### src/rtl/mmio_test_responder.sv
// MMIO test device: TOHOST exit capture, console byte FIFO, cycle counter, status.
// Define MMIO_WATCHDOG_EN to build the optional exit watchdog.
module mmio_test_responder #(
  parameter int ADDR_W = 32,
  parameter logic [ADDR_W-1:0] BASE_ADDR = ADDR_W'(32'h0000_1000),
  parameter int FIFO_DEPTH = 8,
  parameter int TIMEOUT_CYC = 100000
) (
  input  logic              clk,
  input  logic              rst,
  input  logic              req_valid,
  output logic              req_ready,
  input  logic              req_we,
  input  logic [ADDR_W-1:0] req_addr,
  input  logic [31:0]       req_wdata,
  input  logic [3:0]        req_wstrb,
  output logic              rsp_valid,
  output logic [31:0]       rsp_rdata,
  output logic              tx_valid,
  output logic [7:0]        tx_data,
  input  logic              tx_ready,
  output logic              halt,
  output logic              pass,
  output logic [30:0]       exit_code
);

  localparam int PTR_W = $clog2(FIFO_DEPTH);
  localparam int CNT_W = PTR_W + 1;

  logic accept;
  logic hit;
  logic [1:0] sel;
  logic push;
  logic pop;
  logic tohost_ok;
  logic fifo_full;
  logic fifo_empty;
  logic wd_hit;
  logic wd_fired;
  logic [31:0] status;
  logic unused_addr_bits;

  logic halt_q, halt_d;
  logic pass_q, pass_d;
  logic [30:0] exit_q, exit_d;
  logic [31:0] cycle_q, cycle_d;
  logic rsp_valid_q, rsp_valid_d;
  logic [31:0] rsp_rdata_q, rsp_rdata_d;
  logic [PTR_W-1:0] wr_q, wr_d;
  logic [PTR_W-1:0] rd_q, rd_d;
  logic [CNT_W-1:0] count_q, count_d;
  logic [7:0] mem_q [FIFO_DEPTH];

  assign fifo_full = count_q == CNT_W'(FIFO_DEPTH);
  assign fifo_empty = count_q == '0;
  assign req_ready = !fifo_full;
  assign accept = req_valid && req_ready;
  assign hit = req_addr[ADDR_W-1:4] == BASE_ADDR[ADDR_W-1:4];
  assign sel = req_addr[3:2];
  assign unused_addr_bits = ^req_addr[1:0];

  assign push = accept && hit && req_we
              && sel == 2'd1 && req_wstrb[0];
  assign pop = !fifo_empty && tx_ready;

  assign tohost_ok = accept && hit && req_we
                   && sel == 2'd0
                   && req_wstrb == 4'hF
                   && req_wdata[0] && !halt_q;

  assign status = {21'b0, wd_fired, halt_q,
                   fifo_full, 8'(count_q)};

`ifdef MMIO_WATCHDOG_EN
  logic [31:0] wd_q, wd_d;
  logic wd_fired_q, wd_fired_d;

  assign wd_hit = !halt_q && wd_q == 32'(TIMEOUT_CYC);
  assign wd_fired = wd_fired_q;

  always_comb begin
    wd_d = wd_q;
    wd_fired_d = wd_fired_q;
    if (!halt_q) wd_d = wd_q + 32'd1;
    if (wd_hit && !tohost_ok) wd_fired_d = 1'b1;
  end

  always_ff @(posedge clk or posedge rst) begin
    if (rst) begin
      wd_q <= '0;
      wd_fired_q <= 1'b0;
    end else begin
      wd_q <= wd_d;
      wd_fired_q <= wd_fired_d;
    end
  end
`else
  localparam int unused_timeout = TIMEOUT_CYC;
  assign wd_hit = 1'b0;
  assign wd_fired = 1'b0;
`endif

  // A valid TOHOST write wins over a watchdog expiry on the same edge.
  always_comb begin
    halt_d = halt_q;
    pass_d = pass_q;
    exit_d = exit_q;
    if (tohost_ok) begin
      halt_d = 1'b1;
      exit_d = req_wdata[31:1];
      pass_d = req_wdata[31:1] == 31'd0;
    end else if (wd_hit) begin
      halt_d = 1'b1;
      exit_d = 31'h0DEAD;
      pass_d = 1'b0;
    end
    cycle_d = halt_d ? cycle_q : cycle_q + 32'd1;
  end

  always_comb begin
    rsp_valid_d = accept;
    rsp_rdata_d = '0;
    if (accept && hit && !req_we) begin
      unique case (1'b1)
        sel == 2'd2: rsp_rdata_d = cycle_q;
        sel == 2'd3: rsp_rdata_d = status;
        default:     rsp_rdata_d = '0;
      endcase
    end
  end

  always_comb begin
    wr_d = push ? wr_q + PTR_W'(1) : wr_q;
    rd_d = pop ? rd_q + PTR_W'(1) : rd_q;
    count_d = count_q;
    if (push && !pop) count_d = count_q + CNT_W'(1);
    else if (pop && !push) count_d = count_q - CNT_W'(1);
  end

  always_ff @(posedge clk or posedge rst) begin
    if (rst) begin
      halt_q <= 1'b0;
      pass_q <= 1'b0;
      exit_q <= '0;
      cycle_q <= '0;
      rsp_valid_q <= 1'b0;
      rsp_rdata_q <= '0;
      wr_q <= '0;
      rd_q <= '0;
      count_q <= '0;
    end else begin
      halt_q <= halt_d;
      pass_q <= pass_d;
      exit_q <= exit_d;
      cycle_q <= cycle_d;
      rsp_valid_q <= rsp_valid_d;
      rsp_rdata_q <= rsp_rdata_d;
      wr_q <= wr_d;
      rd_q <= rd_d;
      count_q <= count_d;
    end
  end

  always_ff @(posedge clk) begin
    if (push) mem_q[wr_q] <= req_wdata[7:0];
  end

  assign rsp_valid = rsp_valid_q;
  assign rsp_rdata = rsp_rdata_q;
  assign tx_valid = !fifo_empty;
  assign tx_data = fifo_empty ? 8'h00 : mem_q[rd_q];
  assign halt = halt_q;
  assign pass = pass_q;
  assign exit_code = exit_q;

endmodule

### config.mk
export PLATFORM = sky130hd
export DESIGN_NAME = mmio_test_responder
export DESIGN_NICKNAME = d
export VERILOG_FILES = /design/src/rtl/mmio_test_responder.sv
export SDC_FILE = /design/constraint.sdc
export NUM_CORES = 1
export LEC_CHECK = 0
export BUFFER_PORTS_ARGS = -buffer_cell sky130_fd_sc_hd__buf_2
export CAP_MARGIN = 20
export CORE_MARGIN = 1
export CORE_UTILIZATION = 33
export DETAILED_ROUTE_END_ITERATION = 12
export GPL_TIMING_DRIVEN = 0
export PLACE_DENSITY_LB_ADDON = 0.05
export SLEW_MARGIN = 20
export SYNTH_ARGS = -nofsm -noshare
export SYNTH_HDL_FRONTEND = slang
export SYNTH_SLANG_ARGS = --single-unit
export TNS_END_PERCENT = 50
### constraint.sdc
create_clock -name clk -period 6.7 [get_ports clk]
set_clock_uncertainty 0.15 [all_clocks]
set_input_delay 1.005 -clock clk [delete_from_list [all_inputs] [get_ports clk]]
set_output_delay 1.005 -clock clk [all_outputs]
set_load 0.005 [all_outputs]
### Word-level counts from Yosys, hierarchy flattened

Memories as Yosys holds them, arrays and structs flattened.
Index checks and enable logic that the tools add are counted.

| storage, ports and cells | value |
|---|---|
| register bits | 108 |
| memories kept | 1 |
| output and inout bits | 76 |
| ROM bits | 0 |
| bits in latches | 0 |
| RAM bits | 64 |
| word-level logic and storage cells | 52 |
| bits of input ports | 73 |

| operators by class | value |
|---|---|
| add/sub/neg operators | 5 |
| shift operators | 0 |
| order comparisons | 0 |
| muxes and demuxes | 8 |
| div/mod/pow operators | 0 |
| reduce and logical (&&, ||, !) cells | 23 |
| bitwise logic cells | 0 |
| equal/unequal tests | 6 |
| $mul | 0 |

Memories:

| name | words | width | read ports | clocked after Yosys merged registers in | write ports | RTL line | text |
|---|---|---|---|---|---|---|---|
| mem_q | 8 | 8 | 1 | 0 | 1 | 52 | `logic [7:0] mem_q [FIFO_DEPTH];` |

Operators by type and width:

| kind | number |
|---|---|
| one-hot mux 32 bit (2 select lines) | 1 |
| adder 32 x 1 -> 32 bit, second input constant | 1 |
| 2-to-1 mux 32 bit | 1 |
| logical NOT 31 bit | 1 |
| == test 28 x 9 -> 1 bit, second input constant | 1 |
| logical AND 1 bit | 13 |
| == test 4 bit, second input constant | 2 |
| 2-to-1 mux 4 bit | 2 |
| 2-to-1 mux 8 bit | 1 |
| adder 3 x 1 -> 3 bit, second input constant | 2 |
| logical NOT 1 bit | 6 |
| adder 4 x 1 -> 4 bit, second input constant | 1 |
| == test 2 bit, second input constant | 2 |
| logical NOT 4 bit | 1 |
| subtractor 4 x 1 -> 4 bit, second input constant | 1 |
| 2-to-1 mux 1 bit | 3 |
| == test 2 x 1 -> 1 bit, second input constant | 1 |
| logical NOT 2 bit | 1 |
| nonzero test 2 bit | 1 |

### Depth between registers and ports, before layout

| logic depth | value |
|---|---|
| depth after elaboration | 11 |
| depth in mapped cells | 13 |
| depth with buffers taken out | 11 |

### Least setup slack after synthesis

No wires, ideal clock.

| timing path | value |
|---|---|
| path kind | input port to flip-flop |
| start point | input req_addr[13] |
| end point | register count_q[3] |
| data required time | 6.425 ns |
| buffers on the path | 2 |
| slack | 3.254 ns |
| data arrival time | 3.171 ns |
| setup time | 0.125 ns |
| stages on the path | 13 |
| cells stage by stage | nor4b_1 and4_1 clkbuf_1 and4_1 clkbuf_1 ha_1 inv_1 ha_1 a21o_1 a21oi_1 xnor2_1 nor2_1 xor2_1 |

| between the ends | value |
|---|---|
| cells in the longest elaborated chain, start to end | 8 |
| elaborated cells between the ends (all ways) | 10 |
| those cells by class | eq/ne: 1; mux: 1; reduce/logical: 8 |

RTL lines:

| item | RTL line | text |
|---|---|---|
| start: declaration | 14 | `input logic [ADDR_W-1:0] req_addr,` |
| == test 28 x 9 -> 1 bit (*) | 58 | `assign hit = req_addr[ADDR_W-1:4] == BASE_ADDR[ADDR_W-1:4];` |
| logical AND 1 bit (*) (2 in a row) | 62 | `assign push = accept && hit && req_we` |
| logical AND 1 bit (*) (2 in a row) | 63 | `&& sel == 2'd1 && req_wstrb[0];` |
| net push | 33 | `logic push;` |
| logical NOT 1 bit | 137 | `else if (pop && !push) count_d = count_q - CNT_W'(1);` |
| logical AND 1 bit | 137 |  |
| nonzero test 2 bit (no line) | - |  |
| end signal: assignment | 160 | `count_q <= count_d;` |
| end: declaration | 51 | `logic [CNT_W-1:0] count_q, count_d;` |

Mark *: on every way through the listed nets, which the timed path passes. The rest lies on a longest branch.
A chain may end at the register's enable or synchronous reset.

### Worst setup path after layout

| timing path | value |
|---|---|
| start point | register rd_q[0] |
| end point | output tx_data[3] |

| between the ends | value |
|---|---|
| cells in the longest elaborated chain, start to end | 2 |

RTL lines:

| item | RTL line | text |
|---|---|---|
| start: declaration | 50 | `logic [PTR_W-1:0] rd_q, rd_d;` |
| start signal: assignment | 159 | `rd_q <= rd_d;` |
| memory (8 x 8 bit) | - |  |
| 2-to-1 mux 8 bit | 171 | `assign tx_data = fifo_empty ? 8'h00 : mem_q[rd_q];` |
| end: declaration | 20 | `output logic [7:0] tx_data,` |

Every way passes these cells.

==> impl_metrics.ini <==
[timing]
fin_tns_setup_ns = 0
setup_ws_ns = 2.83
post-route-period-util_pct = 57.7
timing_max_transition_violations_final = 0
fmaxAchievable_ghz = 0.259
report.final.setup_viol = 0
worstMarginPinSlew_ns = 0.836
finalHoldViolations = 0
minimum_clock_period_after_layout_ns = 3.87
grt_setup_unrepaired = no
slew-limit-headroom_pct = 44.1

[clock_network]
postCtsSetupRepairBufs = 0
clock-sinks = 172
clkSlewWorstSetupHoldPaths_ns = 0.07
htreeDepth = 4
cts_max_path_buffers = 2
cts_hold_buffers = 0
post_cts.resized_instances = 0
clock_insertion_delay_worst_skew_ns = 0.41
cts_root_buffer = clkbuf_16
tritoncts.num_buffers = 17
tritoncts = done

[power]
netSwitchingFraction_pct = 21.9
internal_power_mw = 1.63
seqPwrFrac_pct = 52.3
power.share.clock_pct = 45.3
switchingPower_mw = 0.457
combinationalPowerShare_pct = 2.4
power_per_cell_area_nw_per_um2 = 237
irDropWorstVdd_mv = 0.160
power.static_leakage_nw = 3.88

[worst_setup_path]
crit_fanout = 10
timing.reg2reg.setup_slack_ns = 3.42
timing.critical_path.arrival_ns = 2.71
worst-setup-path-type = reg2out
cp-end-kind = output pin
worstSetupStartpointType = register
crit_required_ns = 5.54

[cells_and_area]
insertedDiodeCount = 0
multiInputGateArea_um2 = 2390
syn_to_final_growth_pct = 23.6
commonest_non_fill_non_tap_cells_in_the_layout = buf_2 (150), dfrtp_1 (108), edfxtp_1 (64), mux2_2 (35)
layout.cells.most_common = buf_2
final_net_count = 720
final-seq-area_um2 = 4620
fillCellCount = 2002
finalCoreUtilization_pct = 41.7
layout_cell_share_with_drive_strength_beyond_1_pct = 38.9

[floorplanning]
die_h_um = 149
rows = 53
core_um2 = 21100
die_width_um = 149
die_area_um2 = 22200
design.portCount = 149
initial_utilization_pct = 33.8

[drt]
detailedRoute.firstIterationViolations = 147
met1_length_mm = 7.60
met3_length_um = 629
wl_met2_mm = 7.71
finalWirelength_mm = 16.1
drt_pre_antenna_iters = 4
count_of_antenna_violating_nets_left_after_detailed_routing = 0
route.top_layer_used = met4
drc_errors = 0
routed_via_density = 4.81
route.vias.total = 4466
post_drt_wl_per_cell_um = 17.4

[synthesis]
post_synth_num_cell_types = 37
synthesis.nets = 554
synth.ff_latch_count = 172
synth_edf_count = 64
synth_seq_area_share_pct = 65.0
post_synthesis_instance_area_um2 = 7120
synthesis.instances = 474
avgSynthCellArea_um2 = 15.0
synth_warnings = 0
synth-main-ff-cell = dfrtp_1
synthArstFlopShare_pct = 62.8

[grt]
number_of_global_route_vias_before_repair = 4791
grt_max_degree = 77
globalRouteOverflowTotal = 0
grt_antenna_before_repair = 0
grt_pass1_wl_mm = 26.1
grt_use_total_pct = 15.6

[place]
place_worst_setup_slack_ns = 2.67
finalWeightedCongestion = 0.720
place_hpwl_mm = 11.3
io_buffer_count = 145

[run]
maxCapViolations = 0

[outcome]
run_status = finished, final reports clean

[worst_hold_path]
hp-class = reg2reg
-- path summary, 6_finish.rpt --
| path | from | endpoint | depth (start not counted) |
|---|---|---|---|
| worst max register to register | count_q[0] | count_q[3] | 12 |
| worst min-delay path | cycle_q[31] | cycle_q[31] | 1 |
| max in group asynchronous | rst | cycle_q[0] | 3 |
| min in group asynchronous | rst | exit_code[17] | 2 |
| worst min register to register | cycle_q[31] | cycle_q[31] | 1 |
| worst max-delay path | rd_q[0] | tx_data[3] | 6 |
-- routing by layer --
layer  track usage [%]  up-vias
met2              24.5       77
met3              3.88       14
li1                  -     2078
met5                 0        -
met1              21.1     2297
met4              5.05        0
-- synth_stat cells, drive strengths merged, types with 4 or more instances --
master / instances / area share [%]
xor2: 23 / 2.8
inv: 6 / 0.32
and4: 7 / 0.93
nand2: 15 / 0.79
ha: 6 / 1.1
nor4b: 6 / 1.2
edfxtp: 64 / 27
and2: 28 / 2.5
nand4: 16 / 1.4
clkbuf: 9 / 0.47
xnor2: 16 / 2.0
dfrtp: 108 / 38
nand3: 11 / 0.77
buf: 9 / 0.76
mux2: 35 / 5.5
mux2i: 13 / 1.8
nor4: 24 / 3.0
nand2b: 4 / 0.35
nor2: 28 / 1.5
mux4: 16 / 5.1
and3: 6 / 0.53
nor3: 11 / 0.77
-- power by group through the flow --
stage	registers, mW	logic [mW]	clock network (mW)
after floorplan	1.11	0.0152	0
after global placement	1.11	0.0490	0
after detailed placement	1.11	0.0533	0
after CTS	1.09	0.0533	0.976
after global routing	1.09	0.0579	1.02
final	1.09	0.0511	0.946
-- critical path, cell delays in order, from the launching register on --
cell      delay (ns)
dfrtp_1         0.35
clkbuf_1        0.53
buf_2           0.48
mux4_2          0.62
mux2i_1         0.15
nor2_1          0.05
buf_2           0.12
-- layout make-up --
class / instances / share of cell area [%]
inverter: 6 / 0.313
multi-input combinational: 278 / 27.2
tap: 275 / 3.91
timing repair buffer: 147 / 8.62
sequential: 172 / 52.6
buffer: 18 / 0.995
clock inverter: 13 / 1.49
clock buffer: 19 / 4.92
-- per-stage QoR --
stage | power [mW] | hold slack (ns) | std cells | cell area [um^2]
after floorplan | 1.13 | 0.284 | 474 | 7120
final | 2.09 | 0.316 | 928 | 8800
after global placement | 1.16 | 0.307 | 894 | 8190
after detailed placement | 1.17 | 0.309 | 895 | 8230
after global routing | 2.17 | 0.339 | 928 | 8800
after CTS | 2.12 | 0.321 | 927 | 8790
-- registers in the layout, indices dropped and copies added (netlist names) --
register / count
halt: 1
rsp_valid: 1
count_q: 4
rsp_rdata: 32
rd_q: 3
wr_q: 3
pass: 1
exit_code: 31
mem_q: 64
cycle_q: 32
-- cells by family (layout without fill, tap and decap cells) --
logic type | after synthesis | after routing | share of synthesized area (%)
buf+inv | 24 | 203 | 1.55
fa+ha+maj | 7 | 7 | 1.34
xor+xnor | 39 | 39 | 4.80
flops | 172 | 172 | 65.0
mux | 64 | 64 | 12.4
simple gates | 163 | 163 | 14.5
compound gates | 5 | 5 | 0.457
Note: power is estimated with default switching activity, not from simulation.
